## config.mk

```make
export PLATFORM = sky130hd
export DESIGN_NAME = otp_auth_core
export DESIGN_NICKNAME = d
export VERILOG_FILES = /design/src/rtl/otp_auth_core.sv
export SDC_FILE = /design/constraint.sdc
export NUM_CORES = 1
export LEC_CHECK = 0
export CAP_MARGIN = 20
export CELL_PAD_IN_SITES_DETAIL_PLACEMENT = 0
export CELL_PAD_IN_SITES_GLOBAL_PLACEMENT = 1
export CORE_ASPECT_RATIO = 1.1
export CORE_MARGIN = 8
export CORE_UTILIZATION = 42
export CTS_CLUSTER_DIAMETER = 120
export DETAILED_ROUTE_END_ITERATION = 8
export HOLD_SLACK_MARGIN = 0.06
export PLACE_DENSITY_LB_ADDON = 0.1
export SYNTH_ARGS = -nofsm -noshare
export SYNTH_HDL_FRONTEND = slang
export SYNTH_SLANG_ARGS = --single-unit
```

## constraint.sdc

```tcl
create_clock -name clk -period 2.95 [get_ports clk]
set_input_delay 0.295 -clock clk [delete_from_list [all_inputs] [get_ports clk]]
set_output_delay 0.295 -clock clk [all_outputs]
set_load 0.05 [all_outputs]
```

## src/rtl/otp_auth_core.sv

```systemverilog
// One-time-password authentication core: free-running LFSR supplies the OTP,
// the user enters it digit by digit, and repeated failures trigger a timed lockout.
module otp_auth_core #(
  parameter int                  DIGITS       = 4,
  parameter logic [4*DIGITS-1:0] SEED         = 16'hACE1,
  parameter logic [4*DIGITS-1:0] TAPS         = 16'hB400,
  parameter int                  MAX_ATTEMPTS = 3,
  parameter int                  LOCK_CYCLES  = 1000,
  parameter int                  SCAN_DIV     = 4
) (
  input  logic                  clk,
  input  logic                  reset,
  input  logic                  otp_latch,
  input  logic                  user_latch,
  input  logic [3:0]            user_in,
  output logic [6:0]            lfsr_out,
  output logic [6:0]            user_out,
  output logic [DIGITS-1:0]     an,
  output logic [4*DIGITS-1:0]   otp_val,
  output logic                  pass,
  output logic                  fail,
  output logic                  locked,
  output logic                  busy,
  output logic [3:0]            attempts,
  output logic [2:0]            state_dbg
);

  localparam int W  = 4 * DIGITS;
  localparam int IW = (DIGITS > 1) ? $clog2(DIGITS) : 1;
  localparam int DW = (SCAN_DIV > 1) ? $clog2(SCAN_DIV) : 1;
  localparam int LW = $clog2(LOCK_CYCLES + 1);

  typedef enum logic [2:0] {
    S_IDLE   = 3'd0,
    S_ENTRY  = 3'd1,
    S_CHECK  = 3'd2,
    S_RESULT = 3'd3,
    S_LOCKED = 3'd4
  } state_t;

  state_t          state;
  logic [W-1:0]    lfsr;
  logic            otp_valid;
  logic [W-1:0]    entry_buf;
  logic [DIGITS-1:0] entered;
  logic [IW-1:0]   idx;
  logic [LW-1:0]   lock_cnt;
  logic [IW-1:0]   scan_idx;
  logic [DW-1:0]   div_cnt;

  // otp_latch is only honoured where a new session may start; it beats user_latch.
  logic start_session;
  assign start_session = otp_latch &&
                         (state == S_IDLE || state == S_RESULT || state == S_ENTRY);

  always_ff @(posedge clk) begin
    if (reset) begin
      state     <= S_IDLE;
      lfsr      <= SEED;
      otp_val   <= '0;
      otp_valid <= 1'b0;
      entry_buf <= '0;
      entered   <= '0;
      idx       <= '0;
      attempts  <= 4'd0;
      pass      <= 1'b0;
      fail      <= 1'b0;
      lock_cnt  <= '0;
      scan_idx  <= '0;
      div_cnt   <= '0;
    end else begin
      lfsr <= {lfsr[W-2:0], ^(lfsr & TAPS)};

      if (div_cnt == DW'(SCAN_DIV - 1)) begin
        div_cnt  <= '0;
        scan_idx <= (scan_idx == IW'(DIGITS - 1)) ? '0 : scan_idx + 1'b1;
      end else begin
        div_cnt <= div_cnt + 1'b1;
      end

      if (start_session) begin
        otp_val   <= lfsr;
        otp_valid <= 1'b1;
        entry_buf <= '0;
        entered   <= '0;
        idx       <= '0;
        pass      <= 1'b0;
        fail      <= 1'b0;
        state     <= S_ENTRY;
      end else begin
        case (state)
          S_ENTRY: begin
            if (user_latch) begin
              entry_buf[idx*4 +: 4] <= user_in;
              entered[idx]          <= 1'b1;
              idx                   <= idx + 1'b1;
              if (idx == IW'(DIGITS - 1)) state <= S_CHECK;
            end
          end
          S_CHECK: begin
            if (entry_buf == otp_val) begin
              pass     <= 1'b1;
              attempts <= 4'd0;
              state    <= S_RESULT;
            end else begin
              attempts <= attempts + 4'd1;
              fail     <= 1'b1;
              if (attempts + 4'd1 == 4'(MAX_ATTEMPTS)) begin
                lock_cnt <= '0;
                state    <= S_LOCKED;
              end else begin
                state <= S_RESULT;
              end
            end
          end
          S_LOCKED: begin
            // Lockout ends after exactly LOCK_CYCLES clocks spent in this state.
            if (lock_cnt == LW'(LOCK_CYCLES - 1)) begin
              attempts  <= 4'd0;
              fail      <= 1'b0;
              otp_valid <= 1'b0;
              state     <= S_IDLE;
            end else begin
              lock_cnt <= lock_cnt + 1'b1;
            end
          end
          default: ;
        endcase
      end
    end
  end

  function automatic logic [6:0] seg7(input logic [3:0] h);
    case (h)
      4'h0: seg7 = 7'h3F; 4'h1: seg7 = 7'h06; 4'h2: seg7 = 7'h5B; 4'h3: seg7 = 7'h4F;
      4'h4: seg7 = 7'h66; 4'h5: seg7 = 7'h6D; 4'h6: seg7 = 7'h7D; 4'h7: seg7 = 7'h07;
      4'h8: seg7 = 7'h7F; 4'h9: seg7 = 7'h6F; 4'hA: seg7 = 7'h77; 4'hB: seg7 = 7'h7C;
      4'hC: seg7 = 7'h39; 4'hD: seg7 = 7'h5E; 4'hE: seg7 = 7'h79; default: seg7 = 7'h71;
    endcase
  endfunction

  // Display and status outputs are pure decodes of registered state.
  always_comb begin
    an        = DIGITS'(1) << scan_idx;
    lfsr_out  = otp_valid ? seg7(otp_val[scan_idx*4 +: 4]) : 7'h00;
    user_out  = entered[scan_idx] ? seg7(entry_buf[scan_idx*4 +: 4]) : 7'h00;
    busy      = (state == S_ENTRY) || (state == S_CHECK);
    locked    = (state == S_LOCKED);
    state_dbg = state;
  end

endmodule

```

==> run metrics, run 1 <==
Fmax=around 350 MHz; initial drt markers=142; nets@finish=561; IO Pins=53; crit path launch=scan_idx[0]$_SDFFE_PP0P_; H-tree depth=3; Synth Flop Type=dfxtp_1; Synth top cells by count=dfxtp_1, nand2_1, a21oi_1; die width=approximately 110 µm; Site Rows=38; CP arrival=2.54 ns; largest net degree at the start of global routing=46; outcome=finished clean; Finish-stage setup viols=0; Die Footprint=13,300 µm²; Core Util, Final=53.4%; vias in the first global route=about 3,300; critical path class=reg2out; Hold Buf Count CTS=0; FF+latch count, synth=about 80; CTS tree=done; Setup crit end=lfsr_out[3]; Hold WC Path Type=in2reg; vias per cell=between 5 and 6; clock tree buffer depth=2; Fillers=roughly 940; placer congestion estimate=between 0.8 and 0.9; drt total wl=between 10,000 and 15,000 µm; Final HPWL DP=just under 8000 µm; Worst Skew=roughly 0.013 ns; syn avg cell area=approximately 8.7 µm²; RSZ-0062 raised after global routing=false; Post-synth ARST share=0%; fraction of the yosys area taken by sequential cells=between 30% and 40%; drt first pass iters=4; post-DR wirelength/cell=~16 µm; Reg2Reg Depth=6; Worst Hold Launch=reset; die height=between 100 and 150 µm; synthesized cell area=approximately 4200 µm²; post-synth top area cell=dfxtp_1; number of synthesized flops with an enable pin=0; Post-Place Cell Area=about 4900 µm²; GRT Overall Usage=between 10% and 20%; Worst-path clk slew=0.08 ns; first-pass GRT wire length=around 17,000 µm; footprint of the multi-input gates=2430 µm²; Initial Utilization=a little over two fifths; Post-Syn Nets=between 500 and 600; Sink Count=slightly below 80; period utilization=between 90 and 100%; Setup crit start kind=register; Fin. Hold Viols=0; R2R setup slack=about 0.83 ns; storage element area=roughly 1600 µm²; count of pins over their slew limit=0; reg2reg end=lock_cnt[5]$_SDFFE_PP0P_; PwrDens=roughly 500 nW/µm²; slew margin rel.=between 50% and 60%; post-route ant nets=0; CP required=around 2.7 ns; total gr overflow=0; layout cell share with drive strength beyond 1=a little over an eighth; TritonCTS Buffers=9; most frequent cell after synthesis=dfxtp_1; Sum Neg Setup Slack=0 ns; Crit. End Element=primary output; Yosys warnings=0; ant diodes=0; Area Growth Syn to Fin=25.3%; Power Total=roughly 2.6 mW; worst vdd ir=between 0.0002 and 0.0003 V; Netlist cell types=54; Critical Path Fanout Max=8; root buf cell=clkbuf_8; area share of the largest cell type after synthesis=37.6%; Buffers on Ports=between 50 and 60; Area contributors post-synth=dfxtp_1, ha_1, a21oi_1; Synth Instances=476; clk_lat worst skew=0.36 ns; # DRC=0; Tmin final=around 2.8 ns; Max-cap violations=0; initial antenna violation count=0; post-route cell area=between 5000 and 6000 µm²; core area=around 9700 µm²; reg2reg start=state_dbg[2]$_SDFFE_PP0P_; P_leak=1.98 nW; worst slew pin tran=roughly 0.67 ns; via count=around 3,500
power by group:
| group | total, mW | switching, mW | internal, mW |
|---|---|---|---|
| logic | 0.444 | 0.259 | 0.185 |
| clock network | 1.04 | 0.394 | 0.642 |
| registers | 1.13 | 0.0406 | 1.09 |
| total | 2.61 | 0.693 | 1.92 |
metal layers:
| layer | track usage [%] | up-vias | part of all wire [%] |
|---|---|---|---|
| met3 | 3.67 | 16 | 5.1 |
| li1 | - | 1764 | - |
| met1 | 18.8 | 1631 | 47 |
| met5 | 0 | - | 0 |
| met4 | 7.86 | 0 | 2.2 |
| met2 | 24.8 | 81 | 46 |
what timing repair did:
item	4_1_cts	5_1_grt
pin swaps	0	0
setup endpoints to repair	4	2
resized for setup	5	2
setup buffers	0	1
layout make-up:
class | count | share of cell area [%]
tap | 120 | 2.89
inverter | 21 | 1.52
multi-input combinational | 354 | 46.7
timing repair buffer | 62 | 13.8
clock inverter | 6 | 2.60
sequential | 78 | 30.1
clock buffer | 9 | 2.38
placed cells by master (no fill, tap or decap), types with 4 or more instances in the layout:
master,netlist,layout
nand3_1,25,25
clkbuf_8,0,9
clkdlybuf4s50_1,0,37
bufinv_16,0,4
nor2b_1,14,14
a221oi_2,0,5
a21oi_1,57,57
and2_1,7,7
dfxtp_1,78,76
mux2i_1,5,5
ha_1,27,27
buf_12,0,13
nand2_1,71,71
nor2_1,22,22
xor2_1,18,18
buf_4,0,11
o21ai_0,10,10
nand2b_1,5,5
nor3_1,8,8
or2_2,7,7
mux4_2,4,8
nor4_1,5,5
inv_1,20,20
nor3b_1,8,8
nand3b_1,4,4
worst min-delay path by stage:
stage / to / cells after the start
after floorplan: div_cnt[0]$_SDFF_PP0_ / 1
after global placement: div_cnt[0]$_SDFF_PP0_ / 1
after detailed placement: div_cnt[0]$_SDFF_PP0_ / 1
after CTS: scan_idx[1]$_SDFFE_PP0P_ / 2
after global routing: scan_idx[1]$_SDFFE_PP0P_ / 2
final: attempts[1]$_SDFFE_PP0P_ / 2
critical path, stage by stage (launching register included):
cell     delay, ns
dfxtp_4       0.43
mux4_2        0.57
inv_1         0.15
ha_1          0.17
inv_1         0.04
mux4_2        0.44
nor2b_1       0.21
buf_12        0.17
stage by stage:
step	instances	hold slack [ns]	setup slack, ns
detailed placement	634	0.420	0.199
global route	650	0.310	0.0141
global placement	634	0.416	0.261
floorplan	476	0.404	0.00269
finish	650	0.290	0.116
CTS	649	0.277	0.0141
sequential cells by signal (all words and copies together), names as in the netlist:
name / flops
entry_buf: 16
lfsr: 16
otp_val: 16
lock_cnt: 10
attempts: 4
entered: 4
state_dbg: 3
div_cnt: 2
idx: 2
scan_idx: 2
fail: 1
otp_valid: 1
pass: 1
logic make-up (layout without fill, tap and decap cells):
group / after synthesis / in the layout / share of synthesized area, %
simple gates: 189 / 189 / 22.6
compound gates: 100 / 100 / 14.9
flops: 78 / 78 / 37.6
buf+inv: 44 / 98 / 4.46
fa+ha+maj: 27 / 27 / 8.14
xor+xnor: 20 / 20 / 4.22
mux: 18 / 18 / 7.99
Power figures use the tool's default switching activity.
==> inputs of run 2 (changes only) <==
CELL_PAD_IN_SITES_DETAIL_PLACEMENT = not set   (was 0)
CELL_PAD_IN_SITES_GLOBAL_PLACEMENT = not set   (was 1)
CORE_UTILIZATION = 56   (was 42)
PLACE_DENSITY = 0.81   (was not set)
PLACE_DENSITY_LB_ADDON = not set   (was 0.1)
clock period = 2.71 ns   (was 2.95 ns; I/O delays follow)
==> run metrics, run 2 (synthesis gave the netlist of run 1 again) <==
outcome=finished clean; largest net degree at the start of global routing=50; reg2reg start=state_dbg[1]$_SDFFE_PP0P_; layout cell share with drive strength beyond 1=around 17%; GRT Overall Usage=between 20% and 30%; critical path's most frequent cell=mux4_2; placer congestion estimate=0.882; drt total wl=~11,000 µm; via count=~3,700; root buf cell=clkbuf_8; PwrDens=about 500 nW/µm²; CTS tree=done; Final HPWL DP=7480 µm; met3 WL=about 760 µm; # DRC=0; clk_lat worst skew=around 0.35 ns; Worst Hold Launch=div_cnt[0]$_SDFF_PP0_; Critical Path Fanout Max=8; Die Footprint=roughly 10,000 µm²; Worst-path clk slew=about 0.080 ns; ant diodes=0; RSZ-0062 raised after global routing=true; post-route ant nets=0; die height=around 110 µm; first-pass GRT wire length=around 17,000 µm; Tmin final=around 2.7 ns; crit-path max cell delay=approximately 0.59 ns; count of pins over their slew limit=0; cell chain of the critical path=mux4_2, ha_1, mux4_2, nor2b_4, buf_12; Finish-stage setup viols=0; clock tree buffer depth=2; H-tree depth=3; worst slew pin tran=0.665 ns; worst vdd ir=about 0.00046 V; total gr overflow=0; Hold WC Path Type=reg2reg; Sink Count=78; post-route cell area=roughly 5200 µm²; Post-Place Cell Area=a little under 5000 µm²; Site Rows=33; Area Growth Syn to Fin=25.7%; uppermost layer routed=met4; die width=~98 µm; commonest cells after routing, fill and taps aside=dfxtp_1, nand2_1, a21oi_1, clkdlybuf4s50_1, nand3_1; Regs by FF count=entry_buf x16, lfsr x16, otp_val x16; wl on met1=about 4600 µm; Fin. Hold Viols=0; Hold Buf Count CTS=0; IO Pins=53; Buffers on Ports=52; nets@finish=about 570; vias in the first global route=3,419; period utilization=99.7%; Crit. End Element=primary output; post-DR wirelength/cell=around 17 µm; crit path launch=scan_idx[0]$_SDFFE_PP0P_; CP required=roughly 2.4 ns; commonest non-fill, non-tap cell in the layout=dfxtp_1; drt first pass iters=5; Worst Skew=0.00888 ns; Initial Utilization=about 57%; WHS=approximately 0.43 ns; critical path class=reg2out; vias per cell=about 6.0; TritonCTS Buffers=9; initial antenna violation count=0; Max-cap violations=0; slew margin rel.=55.7%; Setup crit start kind=register; P_leak=around 2.0 nW; CP arrival=~2.4 ns; initial drt markers=roughly 380; core area=around 7300 µm²; Detail Route met2 WL=about 5100 µm; Fmax=~370 MHz; Sum Neg Setup Slack=0 ns; slowest stage cell on the critical path=mux4_2
## run 2: metrics by stage
stage          setup slack [ns]  cells  power (mW)  utilization [%]
2_1_floorplan            0.0288    476        1.56                -
3_3_place_gp              0.128    603        1.73             67.5
3_5_place_dp             0.0330    603        1.75             67.5
4_1_cts               -0.000369    621        2.59             70.6
5_1_grt                 -0.0666    625        2.69             71.4
6_report                0.00936    625        2.61             71.4
## run 2: path summary, 6_finish.rpt
kind,to,slack (ns),depth (start not counted)
setup / recovery,lfsr_out[3],0.009,5
hold / removal,div_cnt[0]$_SDFF_PP0_,0.43,1
setup reg to reg,lock_cnt[7]$_SDFFE_PP0P_,0.59,7
hold reg to reg,div_cnt[0]$_SDFF_PP0_,0.43,1
## run 2: routing by layer
metal,up-vias,track usage [%]
met5,-,0
met4,0,9.25
met3,33,5.42
met2,148,33.7
met1,1769,24.6
li1,1792,-
## run 2: cell type report
cell class	count	area (µm²)
Timing Repair Buffer	70	783
Clock inverter	4	47.5
Fill cell	544	2090
Clock buffer	11	141
Multi-Input combinational cell	354	2490
Sequential cell	78	1570
Tap cell	87	109
Inverter	21	83.8
## run 2: worst max-delay path, delay by kind of cell (launching register included)
kind | cells | cell delay [ns]
buffers and inverters | 1 | 0.14
multiplexers | 2 | 1.10
AND/OR/NAND/NOR | 1 | 0.14
adder cells (fa/ha/maj) | 1 | 0.27
flip-flops | 1 | 0.43
## run 2: where the power goes
part           switching (mW)  internal [mW]
clock network           0.413          0.443
logic                   0.302          0.218
registers              0.0454           1.19
total                   0.760           1.85
## run 2: timing repair
item / CTS / global route
gates cloned: 0 / 0
gates resized for setup: 13 / 12
endpoints found under the setup margin: 14 / 6
pin swaps: 0 / 2
buffers inserted: 3 / 4
==> inputs of run 3 (changes only) <==
REMOVE_ABC_BUFFERS = 1   (was not set)
==> run metrics, run 3 (synthesis gave the netlist of run 1 again) <==
outcome=finished clean; Critical Path Fanout Max=6; Setup crit start kind=register; Max-cap violations=0; GRT Overall Usage=around a fifth; RSZ-0062 raised after global routing=true; slew margin rel.=approximately 46%; Internal Power=~1.8 mW; vias in the first global route=about 3,600; Worst Skew=around 0.016 ns; post-route cell area=roughly 5200 µm²; CP arrival=2.43 ns; total gr overflow=0; Sw Pwr=0.795 mW; ant diodes=0; initial drt markers=between 200 and 250; combinational power share=around a fifth; IO Pins=53; Fmax=~370 MHz; slowest stage cell on the critical path=mux4_2; cell chain of the critical path=mux4_2, inv_4, ha_4, inv_2, mux4_2, nor2b_4, buf_12; worst vdd ir=~0.00041 V; switching share of power=30.7%; period utilization=between 90% and 100%; vias per cell=6.05; # DRC=0; P_leak=2.00 nW; die height=about 110 µm; crit-path max cell delay=between 0.6 and 0.7 ns; post-route ant nets=0; WHS=between 0.4 and 0.5 ns; critical path's most frequent cell=mux4_2; Fillers=502; PwrDens=between 400 and 500 nW/µm²; Regs by FF count=entry_buf x16, lfsr x16, otp_val x16; clk_lat worst skew=0.36 ns; Sink Count=78; Initial Utilization=56.8%; via count=between 3,000 and 4,000; Crit. End Element=primary output; Power Total=~2.6 mW; Finish-stage setup viols=0; Clock Power Share=about a third; largest net degree at the start of global routing=55; count of pins over their slew limit=0; Site Rows=33; TritonCTS Buffers=9; Post-Place Cell Area=just under 5000 µm²; Hold WC Path Type=reg2reg; CTS tree=done; H-tree depth=3; CP required=about 2.4 ns; initial antenna violation count=0; placer congestion estimate=a little under 0.9; clock tree buffer depth=2; Tmin final=about 2.7 ns; Hold Buf Count CTS=0; layout cell share with drive strength beyond 1=between 15 and 20%; Fin. Hold Viols=0; Seq pwr share=roughly 47%; post-DR wirelength/cell=17.8 µm; core area=between 7000 and 8000 µm²; first-pass GRT wire length=around 18,000 µm; Area Growth Syn to Fin=25.9%; Worst-path clk slew=roughly 0.080 ns; die width=98.1 µm; nets@finish=around 570; drt first pass iters=5; worst slew pin tran=just over 0.8 ns; root buf cell=clkbuf_8; Buffers on Ports=52; critical path class=reg2out; drt total wl=~11,000 µm; commonest cells after routing, fill and taps aside=dfxtp_1, nand2_1, a21oi_1, clkdlybuf4s50_1, nand3_1; commonest non-fill, non-tap cell in the layout=dfxtp_1; Die Footprint=between 10,000 and 15,000 µm²; Final HPWL DP=7610 µm
[run 3: cell count changes in the layout (fill, tap and decap cells not counted), moves of 2 or more]
cell / before / now
buf_12: 13 / 15
buf_4: 19 / 11
clkinv_4: 0 / 2
inv_6: 0 / 2
[run 3: per-layer routing]
metal / GRT usage [%] / vias to the layer above / wire [µm]
met3: 5.36 / 27 / 723
met5: 0 / - / 0
li1: - / 1786 / -
met1: 24.8 / 1814 / 4740
met4: 9.03 / 0 / 234
met2: 34.5 / 133 / 5410
[run 3: per-stage QoR]
| stage | cells | utilization (%) | setup WS (ns) | TNS, ns |
|---|---|---|---|---|
| floorplan | 453 | - | -0.513 | -3.29 |
| global placement | 602 | 67.2 | 0.166 | 0 |
| detailed placement | 602 | 67.2 | 0.0846 | 0 |
| CTS | 618 | 70.2 | -0.0102 | -0.0102 |
| global route | 622 | 71.5 | -0.0468 | -0.147 |
| finish | 622 | 71.5 | 0.00991 | 0 |
[run 3: path summary, 6_finish.rpt]
check | depth (start not counted) | endpoint | slack [ns] | from
worst max-delay path | 7 | lfsr_out[3] | 0.01 | scan_idx[0]$_SDFFE_PP0P_
worst min-delay path | 1 | div_cnt[0]$_SDFF_PP0_ | 0.43 | div_cnt[0]$_SDFF_PP0_
worst max register to register | 7 | lock_cnt[1]$_SDFFE_PP0P_ | 0.50 | state_dbg[1]$_SDFFE_PP0P_
worst min register to register | 1 | div_cnt[0]$_SDFF_PP0_ | 0.43 | div_cnt[0]$_SDFF_PP0_
[run 3: critical path: cells and delay by family, from the launching register on]
family | cells | cell delay [ns]
AND/OR/NAND/NOR | 1 | 0.14
multiplexers | 2 | 1.09
buffers and inverters | 3 | 0.29
adder cells (fa/ha/maj) | 1 | 0.15
flip-flops | 1 | 0.41
[run 3: cell type report]
cell class              count  area [µm²]  area share [%]
well taps                  87         109            2.08
repair buffers             65         774            14.8
multi-input cells         355        2510            48.0
clock inverters             5        40.0           0.766
clock buffers              11         151            2.90
inverters                  21        81.3            1.56
flip-flops and latches     78        1570            29.9
[run 3: repair_timing]
item                       in CTS  in global routing
gates cloned                    0                  1
gates resized for setup        18                 14
buffers inserted                0                  3
pin swaps                       0                  2
setup endpoints to repair      12                  8
[run 3: power by group through the flow]
stage	combinational (mW)	sequential (mW)	clock [mW]
floorplan	0.240	1.29	0
finish	0.521	1.23	0.842
global route	0.552	1.23	0.901
detailed placement	0.487	1.25	0
CTS	0.500	1.23	0.850
global placement	0.481	1.25	0
